### src/rtl/redmule_pkg.sv
// Shared types and geometry constants for the RedMulE tile sequencer.
// Engine geometry here sets the full tile sizes that the sequencer reports.
package redmule_pkg;

  localparam int unsigned ARRAY_WIDTH  = 12;
  localparam int unsigned ARRAY_HEIGHT = 4;
  localparam int unsigned PIPE_REGS    = 3;
  localparam int unsigned ITER_W       = 16;
  localparam int unsigned LFT_W        = 8;
  localparam int unsigned N_TILE       = (PIPE_REGS + 1) * ARRAY_HEIGHT;
  localparam int unsigned K_TILE       = N_TILE;

  typedef enum logic [1:0] {
    IDLE,
    ISSUE,
    DONE
  } tile_seq_state_e;

  typedef struct packed {
    logic [ITER_W-1:0] m;
    logic [ITER_W-1:0] n;
    logic [ITER_W-1:0] k;
    logic [LFT_W-1:0]  rows;
    logic [LFT_W-1:0]  cols;
    logic [LFT_W-1:0]  depth;
    logic              first_k;
    logic              last_k;
    logic              last;
  } tile_desc_t;

endpackage

### src/rtl/redmule_seq_counter.sv
// Wrapping tile-index counter: counts 0..max_i, advancing on en_i.
// wrap_o fires on the advance out of the terminal value and enables the next outer counter.
module redmule_seq_counter #(
  parameter int unsigned ITER_W = 16
) (
  input  logic              clk_i,
  input  logic              rst_ni,
  input  logic              clear_i,
  input  logic              en_i,
  input  logic [ITER_W-1:0] max_i,
  output logic [ITER_W-1:0] cnt_o,
  output logic              is_last_o,
  output logic              wrap_o
);

  logic [ITER_W-1:0] cnt_q, cnt_d;

  assign is_last_o = (cnt_q == max_i);
  assign wrap_o    = en_i && is_last_o;
  assign cnt_o     = cnt_q;

  always_comb begin
    cnt_d = cnt_q;
    if (clear_i) begin
      cnt_d = '0;
    end else if (en_i) begin
      cnt_d = is_last_o ? '0 : cnt_q + 1'b1;
    end
  end

  always_ff @(posedge clk_i) begin
    if (!rst_ni) begin
      cnt_q <= '0;
    end else begin
      cnt_q <= cnt_d;
    end
  end

endmodule

### src/rtl/redmule_tile_sequencer.sv
// Walks the M x N x K tile space of one GEMM job and issues one descriptor per handshake.
// Optional macro REDMULE_SEQ_PERF_EN builds the backpressure stall counter on perf_stall_o.
module redmule_tile_sequencer
  import redmule_pkg::*;
(
  input  logic              clk_i,
  input  logic              rst_ni,
  input  logic              clear_i,
  input  logic              start_i,
  input  logic [31:0]       cfg_x_iters_i,
  input  logic [31:0]       cfg_w_iters_i,
  input  logic [31:0]       cfg_leftovers_i,
  output logic              tile_valid_o,
  input  logic              tile_ready_i,
  output logic [ITER_W-1:0] tile_m_o,
  output logic [ITER_W-1:0] tile_n_o,
  output logic [ITER_W-1:0] tile_k_o,
  output logic [LFT_W-1:0]  tile_rows_o,
  output logic [LFT_W-1:0]  tile_cols_o,
  output logic [LFT_W-1:0]  tile_depth_o,
  output logic              tile_first_k_o,
  output logic              tile_last_k_o,
  output logic              tile_last_o,
  output logic              busy_o,
  output logic              done_o,
  output logic              err_o,
  output logic [31:0]       perf_stall_o
);

  localparam logic [LFT_W-1:0] ROWS_FULL  = LFT_W'(ARRAY_WIDTH);
  localparam logic [LFT_W-1:0] COLS_FULL  = LFT_W'(N_TILE);
  localparam logic [LFT_W-1:0] DEPTH_FULL = LFT_W'(K_TILE);

  tile_seq_state_e   state_q;
  logic              valid_q, busy_q, done_q, err_q;
  logic [ITER_W-1:0] m_max_q, n_max_q, k_max_q;
  logic [LFT_W-1:0]  m_lft_q, n_lft_q, k_lft_q;

  logic [ITER_W-1:0] cfg_m, cfg_kx, cfg_kw, cfg_n;
  logic [LFT_W-1:0]  cfg_m_lft, cfg_kx_lft, cfg_kw_lft, cfg_n_lft;
  logic              cfg_mismatch, cfg_empty;
  logic              start_acc, hs, cnt_clr;

  logic [ITER_W-1:0] m_cnt, n_cnt, k_cnt;
  logic              m_last, n_last, k_last;
  logic              m_wrap, n_wrap, k_wrap;
  tile_desc_t        desc;

  assign cfg_m      = cfg_x_iters_i[31:16];
  assign cfg_kx     = cfg_x_iters_i[15:0];
  assign cfg_kw     = cfg_w_iters_i[31:16];
  assign cfg_n      = cfg_w_iters_i[15:0];
  assign cfg_m_lft  = cfg_leftovers_i[31:24];
  assign cfg_kx_lft = cfg_leftovers_i[23:16];
  assign cfg_kw_lft = cfg_leftovers_i[15:8];
  assign cfg_n_lft  = cfg_leftovers_i[7:0];

  assign cfg_mismatch = (cfg_kx != cfg_kw) || (cfg_kx_lft != cfg_kw_lft);
  assign cfg_empty    = (cfg_m == '0) || (cfg_n == '0) || (cfg_kx == '0);

  assign start_acc = (state_q == IDLE) && start_i && !clear_i;
  assign hs        = valid_q && tile_ready_i;
  assign cnt_clr   = clear_i || start_acc;

  // Counters hold terminal values (count-1) so compares stay within ITER_W bits
  always_ff @(posedge clk_i) begin
    if (start_acc) begin
      m_max_q <= cfg_m - 1'b1;
      n_max_q <= cfg_n - 1'b1;
      k_max_q <= cfg_kx - 1'b1;
      m_lft_q <= cfg_m_lft;
      n_lft_q <= cfg_n_lft;
      k_lft_q <= cfg_kx_lft;
    end
  end

  redmule_seq_counter #(.ITER_W(ITER_W)) i_k_cnt (
    .clk_i, .rst_ni, .clear_i(cnt_clr), .en_i(hs), .max_i(k_max_q),
    .cnt_o(k_cnt), .is_last_o(k_last), .wrap_o(k_wrap)
  );

  redmule_seq_counter #(.ITER_W(ITER_W)) i_n_cnt (
    .clk_i, .rst_ni, .clear_i(cnt_clr), .en_i(k_wrap), .max_i(n_max_q),
    .cnt_o(n_cnt), .is_last_o(n_last), .wrap_o(n_wrap)
  );

  redmule_seq_counter #(.ITER_W(ITER_W)) i_m_cnt (
    .clk_i, .rst_ni, .clear_i(cnt_clr), .en_i(n_wrap), .max_i(m_max_q),
    .cnt_o(m_cnt), .is_last_o(m_last), .wrap_o(m_wrap)
  );

  // Descriptor is forced to zero whenever no tile is being offered
  always_comb begin
    desc = '0;
    if (valid_q) begin
      desc.m       = m_cnt;
      desc.n       = n_cnt;
      desc.k       = k_cnt;
      desc.rows    = (m_last && (m_lft_q != '0)) ? m_lft_q : ROWS_FULL;
      desc.cols    = (n_last && (n_lft_q != '0)) ? n_lft_q : COLS_FULL;
      desc.depth   = (k_last && (k_lft_q != '0)) ? k_lft_q : DEPTH_FULL;
      desc.first_k = (k_cnt == '0);
      desc.last_k  = k_last;
      desc.last    = m_last && n_last && k_last;
    end
  end

  always_ff @(posedge clk_i) begin
    if (!rst_ni || clear_i) begin
      state_q <= IDLE;
      valid_q <= 1'b0;
      busy_q  <= 1'b0;
      done_q  <= 1'b0;
      err_q   <= 1'b0;
    end else begin
      done_q <= 1'b0;
      err_q  <= 1'b0;
      unique case (state_q)
        IDLE: begin
          if (start_i) begin
            busy_q <= 1'b1;
            if (cfg_mismatch || cfg_empty) begin
              state_q <= DONE;
              done_q  <= 1'b1;
              err_q   <= cfg_mismatch;
            end else begin
              state_q <= ISSUE;
              valid_q <= 1'b1;
            end
          end
        end
        ISSUE: begin
          // The outermost wrap coincides with acceptance of the final descriptor
          if (m_wrap) begin
            state_q <= DONE;
            valid_q <= 1'b0;
            done_q  <= 1'b1;
          end
        end
        DONE: begin
          state_q <= IDLE;
          busy_q  <= 1'b0;
        end
        default: begin
          state_q <= IDLE;
          valid_q <= 1'b0;
          busy_q  <= 1'b0;
        end
      endcase
    end
  end

`ifdef REDMULE_SEQ_PERF_EN
  logic [31:0] stall_q;

  always_ff @(posedge clk_i) begin
    if (!rst_ni || start_acc) begin
      stall_q <= '0;
    end else if (valid_q && !tile_ready_i && (stall_q != 32'hFFFF_FFFF)) begin
      stall_q <= stall_q + 32'd1;
    end
  end

  assign perf_stall_o = stall_q;
`else
  assign perf_stall_o = '0;
`endif

  assign tile_valid_o   = valid_q;
  assign tile_m_o       = desc.m;
  assign tile_n_o       = desc.n;
  assign tile_k_o       = desc.k;
  assign tile_rows_o    = desc.rows;
  assign tile_cols_o    = desc.cols;
  assign tile_depth_o   = desc.depth;
  assign tile_first_k_o = desc.first_k;
  assign tile_last_k_o  = desc.last_k;
  assign tile_last_o    = desc.last;
  assign busy_o         = busy_q;
  assign done_o         = done_q;
  assign err_o          = err_q;

endmodule
### config.mk
export PLATFORM = sky130hd
export DESIGN_NAME = redmule_tile_sequencer
export DESIGN_NICKNAME = d
export VERILOG_FILES = /design/src/rtl/redmule_pkg.sv /design/src/rtl/redmule_seq_counter.sv /design/src/rtl/redmule_tile_sequencer.sv
export SDC_FILE = /design/constraint.sdc
export NUM_CORES = 1
export LEC_CHECK = 0
export CORE_MARGIN = 1.5
export CORE_UTILIZATION = 48
export CTS_CLUSTER_SIZE = 24
export DETAILED_ROUTE_END_ITERATION = 10
export GPL_ROUTABILITY_DRIVEN = 0
export GPL_TIMING_DRIVEN = 1
export PLACE_DENSITY = 0.81
export SLEW_MARGIN = 30
export SYNTH_ARGS = -nofsm -noshare
export SYNTH_HDL_FRONTEND = slang
export SYNTH_SLANG_ARGS = --single-unit
### constraint.sdc
create_clock -name clk_i -period 9.5 [get_ports clk_i]
set_input_delay 1.9 -clock clk_i [delete_from_list [all_inputs] [get_ports clk_i]]
set_output_delay 1.9 -clock clk_i [all_outputs]
set_load 0.005 [all_outputs]
==> run_results.csv, run 1 <==
group,metric,value,unit
sta,rsz0062_at_grt,"false",
clocking,clkTransAtPathRegs,0.05,ns
floorplan,fp.dieH,125,µm
logic_synthesis,synth.area.top_cells,"edfxtp_1 30%, dfxtp_1 15%, xnor2_1 8.5%",
clocking,cts_tree,"yes",
logic_synthesis,yosysSeqAreaShare,45.1,%
sta,fin_skew,0.00701,ns
logic_synthesis,synth_cell_types,54,
setup_path,cp-end-kind,"output port",
sta,finalMaxSlewViolations,0,
clocking,clock_latency,0.42,ns
floorplan,start_util,49.3,%
final_layout,regArea,0.00324,mm²
floorplan,fp.dieArea,0.0157,mm²
floorplan,die_w,125,µm
logic_synthesis,synth_area,0.00720,mm²
route,wl,17.6,mm
setup_path,cp-endpoint,"tile_last_o",
floorplan,rows,44,
job,cap_violations,0,
worst_hold_path,hp-class,"reg -> reg",
sta,min_period,4.57,ns
final_layout,nFillCells,1113,
setup_path,critPathLaunch,"i_n_cnt.cnt_o[2]",
route,drtIter0Drc,420,
setup_path,start_kind,"register",
power,vdd_drop_max,0.000135,V
logic_synthesis,synth_flop_cell,"edfxtp_1",
route,routedWlPerCell,16.0,µm
route,drt-vias-per-instance,5.36,
logic_synthesis,async_reset_ff_share,0,%
sta,hold_viol,0,
setup_path,rr_worst_depth,6,
sta,tns,0,ns
logic_synthesis,synthCells,736,
sta,fmax,0.219,GHz
global_routing,grt_use_total,22.5,%
route,drtAntennaViolNets,0,
logic_synthesis,synth_common_cells,"72 x edfxtp_1, 70 x xnor2_1, 64 x nor2_1",
place,io_buffers,179,
global_routing,overflow,0,
clocking,cts.root.buffer_cell,"clkbuf_16",
setup_path,crit_type,"reg -> out",
clocking,numCtsBuffers,17,
sta,period_share,48.1,%
floorplan,coreArea,0.0146,mm²
logic_synthesis,synth_top_area_share,30.0,%
global_routing,antenna_found_initial,0,
clocking,cts_setup_buffers,0,
logic_synthesis,yosysMostFrequentCell,"edfxtp_1",
logic_synthesis,synth_edf_count,72,
sta,tightestPinTransition,0.817,ns
global_routing,grt_pass1_wl,28.0,mm
final_layout,drive_above_1_share,5.79,%
route,dr_total_vias,5893,
global_routing,grt_pass1_vias,5564,
power,power.total,1.44,mW
floorplan,io_pins,212,
final_layout,final_nets,1012,
logic_synthesis,synth_top_area_cell,"edfxtp_1",
route,dr.pass1.iters,5,
logic_synthesis,postSynthAreaPerCell,9.78,µm²
setup_path,crit_arrival,2.67,ns
setup_path,critical_path_peak_fanout,12,
clocking,cts.hold.buffers_added,0,
setup_path,timing.rr.end,"i_n_cnt.cnt_o[2]",
logic_synthesis,yosys_warnings,0,
sta,setup_viol,0,
final_layout,multi_input_area,0.00365,mm²
route,drcViolationCount,0,
power,pwr_density_cell,149,mW/mm²
final_layout,area_delta_synth_final,34.5,%
global_routing,grt_max_degree,69,
clocking,htreeDepth,4,
setup_path,worst_ep_required_time,7.60,ns
logic_synthesis,ys_ff_latch,126,
clocking,cts.sinks,126,
power,p_leak,3.41,nW
setup_path,reg2reg_from,"i_n_cnt.cnt_o[2]",
setup_path,r2r_slack,6.33,ns
sta,timing.slew.headroom,45.6,%
final_layout,antenna-diode-count,0,
clocking,clk_path_buf_depth,2,
clocking,post_cts_resized,0,
place,hpwl,13.1,mm
status,status,"completed",
[flip-flops by register name (all words and copies together), names as in the netlist]
register       cells
err_o              1
i_n_cnt.cnt_o     16
i_m_cnt.cnt_o     16
k_max_q           16
done_o             1
n_max_q           16
n_lft_q            8
m_lft_q            8
m_max_q           16
state_q            2
i_k_cnt.cnt_o     16
busy_o             1
k_lft_q            8
tile_valid_o       1
[layout make-up]
cell class                      instances  share of cell area [%]
Clock buffer                           18                    4.43
Clock inverter                         14                    2.49
Inverter                               16                   0.620
Multi-Input combinational cell        559                    37.7
Sequential cell                       126                    33.5
Tap cell                              184                    2.38
Timing Repair Buffer                  183                    18.8
[report_power, final]
part / internal [mW] / switching, mW
logic: 0.0584 / 0.0480
registers: 0.596 / 0.00683
clock network: 0.492 / 0.240
[metal layers]
layer	vias to the layer above	share of wire (%)	wire, µm	GRT usage [%]
met5	-	0	0	0
met2	199	49	8660	38.0
met3	39	4.4	769	4.49
met4	0	3.2	569	10.5
li1	2876	-	-	-
met1	2779	43	7640	27.8
[how the worst min path moves through the flow]
stage                            from           endpoint  cells past startpoint
global route                   busy_o             busy_o                      1
finish                         busy_o             busy_o                      1
floorplan           i_n_cnt.cnt_o[14]  i_n_cnt.cnt_o[14]                      2
global placement               busy_o             busy_o                      1
CTS                            busy_o             busy_o                      1
detailed placement             busy_o             busy_o                      1
[cells in the final DEF, fill, tap and decap left out, types with 4 or more instances in the layout]
master | synthesis | final
conb_1 | 1 | 32
edfxtp_1 | 72 | 72
clkbuf_16 | 0 | 17
buf_4 | 32 | 4
a21oi_1 | 30 | 30
bufinv_16 | 0 | 6
nand2b_1 | 4 | 4
or4_1 | 11 | 11
nand4b_1 | 4 | 4
xor2_1 | 63 | 63
or3_1 | 5 | 5
nor2_1 | 64 | 64
nor4_1 | 23 | 21
dfxtp_1 | 54 | 53
nand3_1 | 14 | 14
o21ai_0 | 19 | 18
nor3_1 | 21 | 20
xnor2_1 | 70 | 70
clkinv_4 | 0 | 5
o31ai_1 | 4 | 4
nand2_1 | 36 | 36
inv_1 | 15 | 15
nand4_1 | 23 | 23
and4_1 | 5 | 5
and2_1 | 47 | 47
ha_1 | 8 | 8
clkdlybuf4s50_1 | 0 | 179
nand3b_1 | 9 | 9
and3_1 | 31 | 31
[cells by family after synthesis]
group / count (synthesis) / synth area share, %
flops: 126 / 45.1
simple gates: 318 / 25.5
xor+xnor: 134 / 16.4
other cells: 1 / 0.0521
fa+ha+maj: 8 / 1.39
mux: 2 / 0.278
compound gates: 65 / 5.15
buf+inv: 82 / 6.17
[through the flow]
step / instances / area [µm²] / utilization, % / hold WS [ns] / worst slack [ns]
6_report: 1100 / 9680 / 66.4 / 0.469 / 4.93
5_1_grt: 1100 / 9680 / 66.4 / 0.503 / 4.80
4_1_cts: 1100 / 9680 / 66.4 / 0.476 / 4.93
3_5_place_dp: 1068 / 9010 / 61.8 / 0.463 / 5.13
3_3_place_gp: 1068 / 9000 / 61.7 / 0.449 / 5.14
2_1_floorplan: 767 / 7310 / - / 0.464 / 2.05
[worst max-delay path: stages, from the launching register on]
cell and delay [ns]:
dfxtp_1 0.48, xnor2_1 0.15, nand4_1 0.16, nor4_4 0.68, and3_1 0.27, clkdlybuf4s50_1 0.50
Note: power is estimated with default switching activity, not from simulation.
==> run 2: changes to the inputs <==
- clock period: 9.5 -> 4.4 ns (I/O delays scaled with it)
==> run 2 against run 1 <==
Core utilization is 0.81 points lower. Clock-buffer cell count is 6 higher. Highest routed layer unchanged. Design area decreased by 1.2%. Hold slack better by 0.0031 ns. Critical path depth grew 1. Combinational power rose by 120%.
==> run_results.csv, run 2 (same netlist as run 1, synthesis figures left out) <==
group,metric,value,unit
clocking,cts_setup_buffers,0,
power,power.total,2.81,mW
global_routing,overflow,0,
sta,setup_viol,0,
worst_hold_path,hp-class,"reg -> reg",
power,pwr-share-clk,45.5,%
power,p_comb_share,8.2,%
clocking,clkTransAtPathRegs,0.05,ns
floorplan,coreArea,0.0146,mm²
route,dr.pass1.iters,4,
clocking,clk_path_buf_depth,2,
route,wl,17.5,mm
setup_path,cp-endpoint,"tile_last_o",
floorplan,io_pins,212,
setup_path,rr_worst_depth,7,
clocking,cts_tree,"yes",
sta,hold_viol,0,
setup_path,cp_num_cells,6,
status,status,"completed",
final_layout,postLayoutCellArea,0.00956,mm²
global_routing,grt_use_total,22.1,%
setup_path,cp_top_family,"simple AND/OR/NAND/NOR gates",
sta,min_period,3.72,ns
setup_path,start_kind,"register",
floorplan,rows,44,
clocking,clock_latency,0.41,ns
power,vdd_drop_max,0.000305,V
sta,timing.slew.headroom,46.1,%
global_routing,antenna_found_initial,0,
setup_path,worst_ep_required_time,3.52,ns
setup_path,cp_slowest_stage_delay,0.72,ns
setup_path,r2r_slack,1.18,ns
sta,fin_ws,0.678,ns
sta,holdWs,0.472,ns
place,place_area,0.00902,mm²
power,p_leak,3.35,nW
setup_path,critical_path_peak_fanout,9,
setup_path,critPathLaunch,"i_n_cnt.cnt_o[0]",
route,drcViolationCount,0,
final_layout,fin_util,65.5,%
final_layout,fin_cells,1102,
setup_path,reg2reg_from,"i_n_cnt.cnt_o[0]",
sta,fmax,0.269,GHz
final_layout,antenna-diode-count,0,
global_routing,grt_pass1_vias,5552,
clocking,numCtsBuffers,17,
global_routing,grt_max_degree,41,
clocking,cts.hold.buffers_added,0,
route,dr_total_vias,5879,
place,pre_cts_ws,1.06,ns
setup_path,cp_cell_sequence,"xnor2_1 -> nand4_1 -> nor4_2 -> buf_4 -> and3_1 -> clkdlybuf4s50_1",
sta,fin_skew,0.00792,ns
sta,period_share,84.6,%
place,hpwl,13.1,mm
setup_path,cp-end-kind,"output port",
route,routedWlPerCell,15.9,µm
final_layout,mostFrequentLayoutCell,"clkdlybuf4s50_1",
route,drtIter0Drc,426,
final_layout,nFillCells,1151,
clocking,post_cts_resized,0,
floorplan,start_util,49.3,%
setup_path,crit_arrival,2.84,ns
setup_path,cp_slowest_cell,"nor4_2",
final_layout,area_delta_synth_final,32.9,%
power,seqPwrFrac,46.3,%
global_routing,grt_pass1_wl,27.6,mm
place,dp_cells,1070,
floorplan,die_w,125,µm
setup_path,crit_buf_inv,2,
place,io_buffers,179,
sta,tightestPinTransition,0.802,ns
power,intPower,2.21,mW
route,drtAntennaViolNets,0,
final_layout,final_nets,1014,
route,drt-vias-per-instance,5.33,
final_layout,drive_above_1_share,5.34,%
power,switchingPower,595,µW
sta,rsz0062_at_grt,"false",
clocking,htreeDepth,4,
setup_path,crit_type,"reg -> out",
setup_path,timing.rr.end,"i_n_cnt.cnt_o[10]",
clocking,cts.root.buffer_cell,"clkbuf_16",
power,pwr_density_cell,294,mW/mm²
power,power.share.switching,21.2,%
floorplan,fp.dieH,125,µm
sta,finalMaxSlewViolations,0,
job,cap_violations,0,
floorplan,fp.dieArea,0.0157,mm²
final_layout,mostFrequentLayoutCells,"179 x clkdlybuf4s50_1, 72 x edfxtp_1, 70 x xnor2_1, 64 x nor2_1, 63 x xor2_1",
sta,tns,0,ns
clocking,cts.sinks,126,
run 2: how the worst min path moves through the flow:
stage / from / to / slack (ns) / cells after the start
2_1_floorplan: i_n_cnt.cnt_o[14] / i_n_cnt.cnt_o[14] / 0.46 / 2
3_3_place_gp: busy_o / busy_o / 0.45 / 1
3_5_place_dp: busy_o / busy_o / 0.46 / 1
4_1_cts: busy_o / busy_o / 0.47 / 1
5_1_grt: busy_o / busy_o / 0.49 / 1
6_report: busy_o / busy_o / 0.47 / 1
run 2: cell type report:
class,instances,area [µm²],share of cell area (%)
Multi-Input combinational cell,559,3650,38.2
Sequential cell,126,3240,33.9
Timing Repair Buffer,185,1840,19.2
Clock buffer,24,472,4.93
Tap cell,184,230,2.41
Clock inverter,8,68.8,0.720
Inverter,16,60.1,0.628
run 2: layer usage:
| metal | vias up | GRT usage, % | wire [µm] |
|---|---|---|---|
| li1 | 2879 | - | - |
| met1 | 2750 | 26.8 | 7270 |
| met2 | 217 | 37.7 | 8690 |
| met3 | 33 | 5.05 | 1010 |
| met4 | 0 | 9.56 | 498 |
| met5 | - | 0 | 0 |
run 2: power groups by stage:
stage                     clock network, mW  registers, mW  logic, mW
after floorplan                           0           1.32      0.112
after global placement                    0           1.32      0.225
after detailed placement                  0           1.32      0.228
after CTS                              1.29           1.30      0.230
after global routing                   1.35           1.30      0.250
final                                  1.28           1.30      0.230
run 2: worst register-to-register path: cells and delay by family (launching register included):
kind | cells | cell delay (ns)
AND/OR/NAND/NOR | 5 | 2.13
buffers and inverters | 1 | 0.26
XOR/XNOR | 1 | 0.17
flip-flops | 1 | 0.50
==> run 3: changes to the inputs <==
- clock period: 4.4 -> 3.6 ns (I/O delays scaled with it)
==> run 3 against run 2 <==
Clock power grew 37%. Sequential cell count unchanged. Core utilization rose by 0.69 points. Sequential share of layout area decreased by 0.36 points. Design area grew 1.1%. Critical endpoint is now tile_depth_o[7]. Hold slack worse by 0.0090 ns. Highest routed layer unchanged. Largest power group is now clock. Sequential power up 22%.
==> run_results.csv, run 3 (same netlist as run 1, synthesis figures left out) <==
group,metric,value,unit
status,status,"completed",
setup_path,cp_slowest_stage_delay,0.52,ns
power,seqPwrFrac,43.7,%
floorplan,rows,44,
power,p_comb_share,7.9,%
clocking,cts.sinks,126,
sta,fin_skew,0.00811,ns
power,intPower,2.89,mW
sta,holdWs,0.463,ns
place,io_buffers,179,
floorplan,coreArea,0.0146,mm²
final_layout,mostFrequentLayoutCells,"179 x clkdlybuf4s50_1, 72 x edfxtp_1, 70 x xnor2_1, 64 x nor2_1, 63 x xor2_1",
power,p_leak,3.40,nW
global_routing,grt_use_total,22.9,%
route,routedWlPerCell,16.1,µm
sta,setup_viol,0,
global_routing,grt_pass1_wl,28.3,mm
final_layout,multi_input_area,0.00365,mm²
clocking,cts.root.buffer_cell,"clkbuf_16",
sta,timing.slew.headroom,55.2,%
setup_path,crit_arrival,2.67,ns
clocking,cts_setup_buffers,0,
power,switchingPower,738,µW
clocking,clk_path_buf_depth,2,
global_routing,overflow,0,
setup_path,reg2reg_from,"i_k_cnt.cnt_o[5]",
floorplan,die_w,125,µm
setup_path,start_kind,"register",
setup_path,cp_cell_sequence,"xor2_1 -> nor4_2 -> and4_2 -> and3_1 -> clkdlybuf4s50_1",
floorplan,io_pins,212,
global_routing,grt_max_degree,65,
sta,fmax,0.295,GHz
setup_path,crit_type,"reg -> out",
clocking,post_cts_resized,0,
route,wl,17.8,mm
worst_hold_path,whs_path_depth,1,
power,power.share.switching,20.3,%
power,vdd_drop_max,0.000408,V
worst_hold_path,min_from,"busy_o",
power,pwr-share-clk,48.4,%
floorplan,start_util,49.3,%
route,dr.pass1.iters,5,
floorplan,fp.dieArea,0.0157,mm²
final_layout,mostFrequentLayoutCell,"clkdlybuf4s50_1",
setup_path,rr_worst_depth,6,
floorplan,fp.dieH,125,µm
route,drtAntennaViolNets,0,
setup_path,crit_buf_inv,1,
setup_path,cp-end-kind,"output port",
setup_path,cp_top_family,"simple AND/OR/NAND/NOR gates",
sta,tns,0,ns
route,drcViolationCount,0,
job,cap_violations,0,
sta,min_period,3.39,ns
clocking,clkTransAtPathRegs,0.05,ns
clocking,clock_latency,0.42,ns
clocking,cts_tree,"yes",
route,drt-vias-per-instance,5.34,
route,dr_total_vias,5905,
clocking,cts.hold.buffers_added,0,
setup_path,worst_ep_required_time,2.88,ns
setup_path,cp_slowest_cell,"clkdlybuf4s50_1",
setup_path,critPathLaunch,"i_k_cnt.cnt_o[5]",
global_routing,antenna_found_initial,0,
clocking,numCtsBuffers,17,
final_layout,regArea,0.00324,mm²
final_layout,drive_above_1_share,5.64,%
sta,hold_viol,0,
route,drtIter0Drc,487,
final_layout,area_delta_synth_final,34.3,%
sta,finalMaxSlewViolations,0,
place,hpwl,13.0,mm
clocking,htreeDepth,4,
final_layout,final_nets,1018,
sta,period_share,94.2,%
setup_path,critical_path_peak_fanout,12,
power,pwr_density_cell,376,mW/mm²
worst_hold_path,hp-class,"reg -> reg",
final_layout,nFillCells,1121,
final_layout,antenna-diode-count,0,
setup_path,cp_num_cells,5,
sta,rsz0062_at_grt,"false",
global_routing,grt_pass1_vias,5567,
sta,tightestPinTransition,0.672,ns
[run 3: cell count changes in the layout (fill, tap and decap cells not counted), sizes merged]
cell,delta
clkinv,-1
clkinvlp,-1
clkbuf,-1
bufinv,+3
buf,+4
[run 3: worst register-to-register path, delay by kind of cell, from the launching register on]
kind / cells / cell delay (ns)
AO/OA/AOI/OAI: 1 / 0.15
flip-flops: 1 / 0.49
XOR/XNOR: 1 / 0.13
AND/OR/NAND/NOR: 4 / 1.95
[run 3: final cells by class]
| type | instances | share of cell area [%] |
|---|---|---|
| multi-input cells | 559 | 37.8 |
| flip-flops and latches | 126 | 33.6 |
| repair buffers | 189 | 19.4 |
| clock buffers | 23 | 4.74 |
| well taps | 184 | 2.38 |
| clock inverters | 9 | 1.46 |
| inverters | 16 | 0.621 |
[run 3: path summary, 6_finish.rpt]
| check | endpoint | slack [ns] |
|---|---|---|
| max | tile_depth_o[7] | 0.21 |
| min | busy_o | 0.46 |
| min reg2reg | busy_o | 0.46 |
| max reg2reg | i_n_cnt.cnt_o[15] | 0.80 |
[run 3: through the flow]
step	setup slack, ns	area [µm²]	utilization, %	std cells	power, mW
after floorplan	0.632	7330	-	767	1.75
after global placement	0.470	9060	62.1	1074	1.89
after detailed placement	0.431	9060	62.1	1074	1.90
after CTS	0.205	9660	66.2	1106	3.64
after global routing	0.0482	9660	66.2	1106	3.73
final	0.208	9660	66.2	1106	3.63
[run 3: power by group through the flow]
stage                     Sequential (mW)  Combinational [mW]  Clock, mW
after CTS                            1.59               0.285       1.77
after global placement               1.62               0.277          0
after floorplan                      1.62               0.138          0
final                                1.59               0.285       1.76
after detailed placement             1.62               0.282          0
after global routing                 1.59               0.310       1.83
[run 3: per-layer routing]
metal | share of wire [%] | global-route usage (%) | wire length (µm)
met1 | 42 | 28.5 | 7520
met2 | 49 | 38.2 | 8710
met3 | 5.5 | 4.66 | 985
met4 | 3.1 | 10.6 | 545
met5 | 0 | 0 | 0
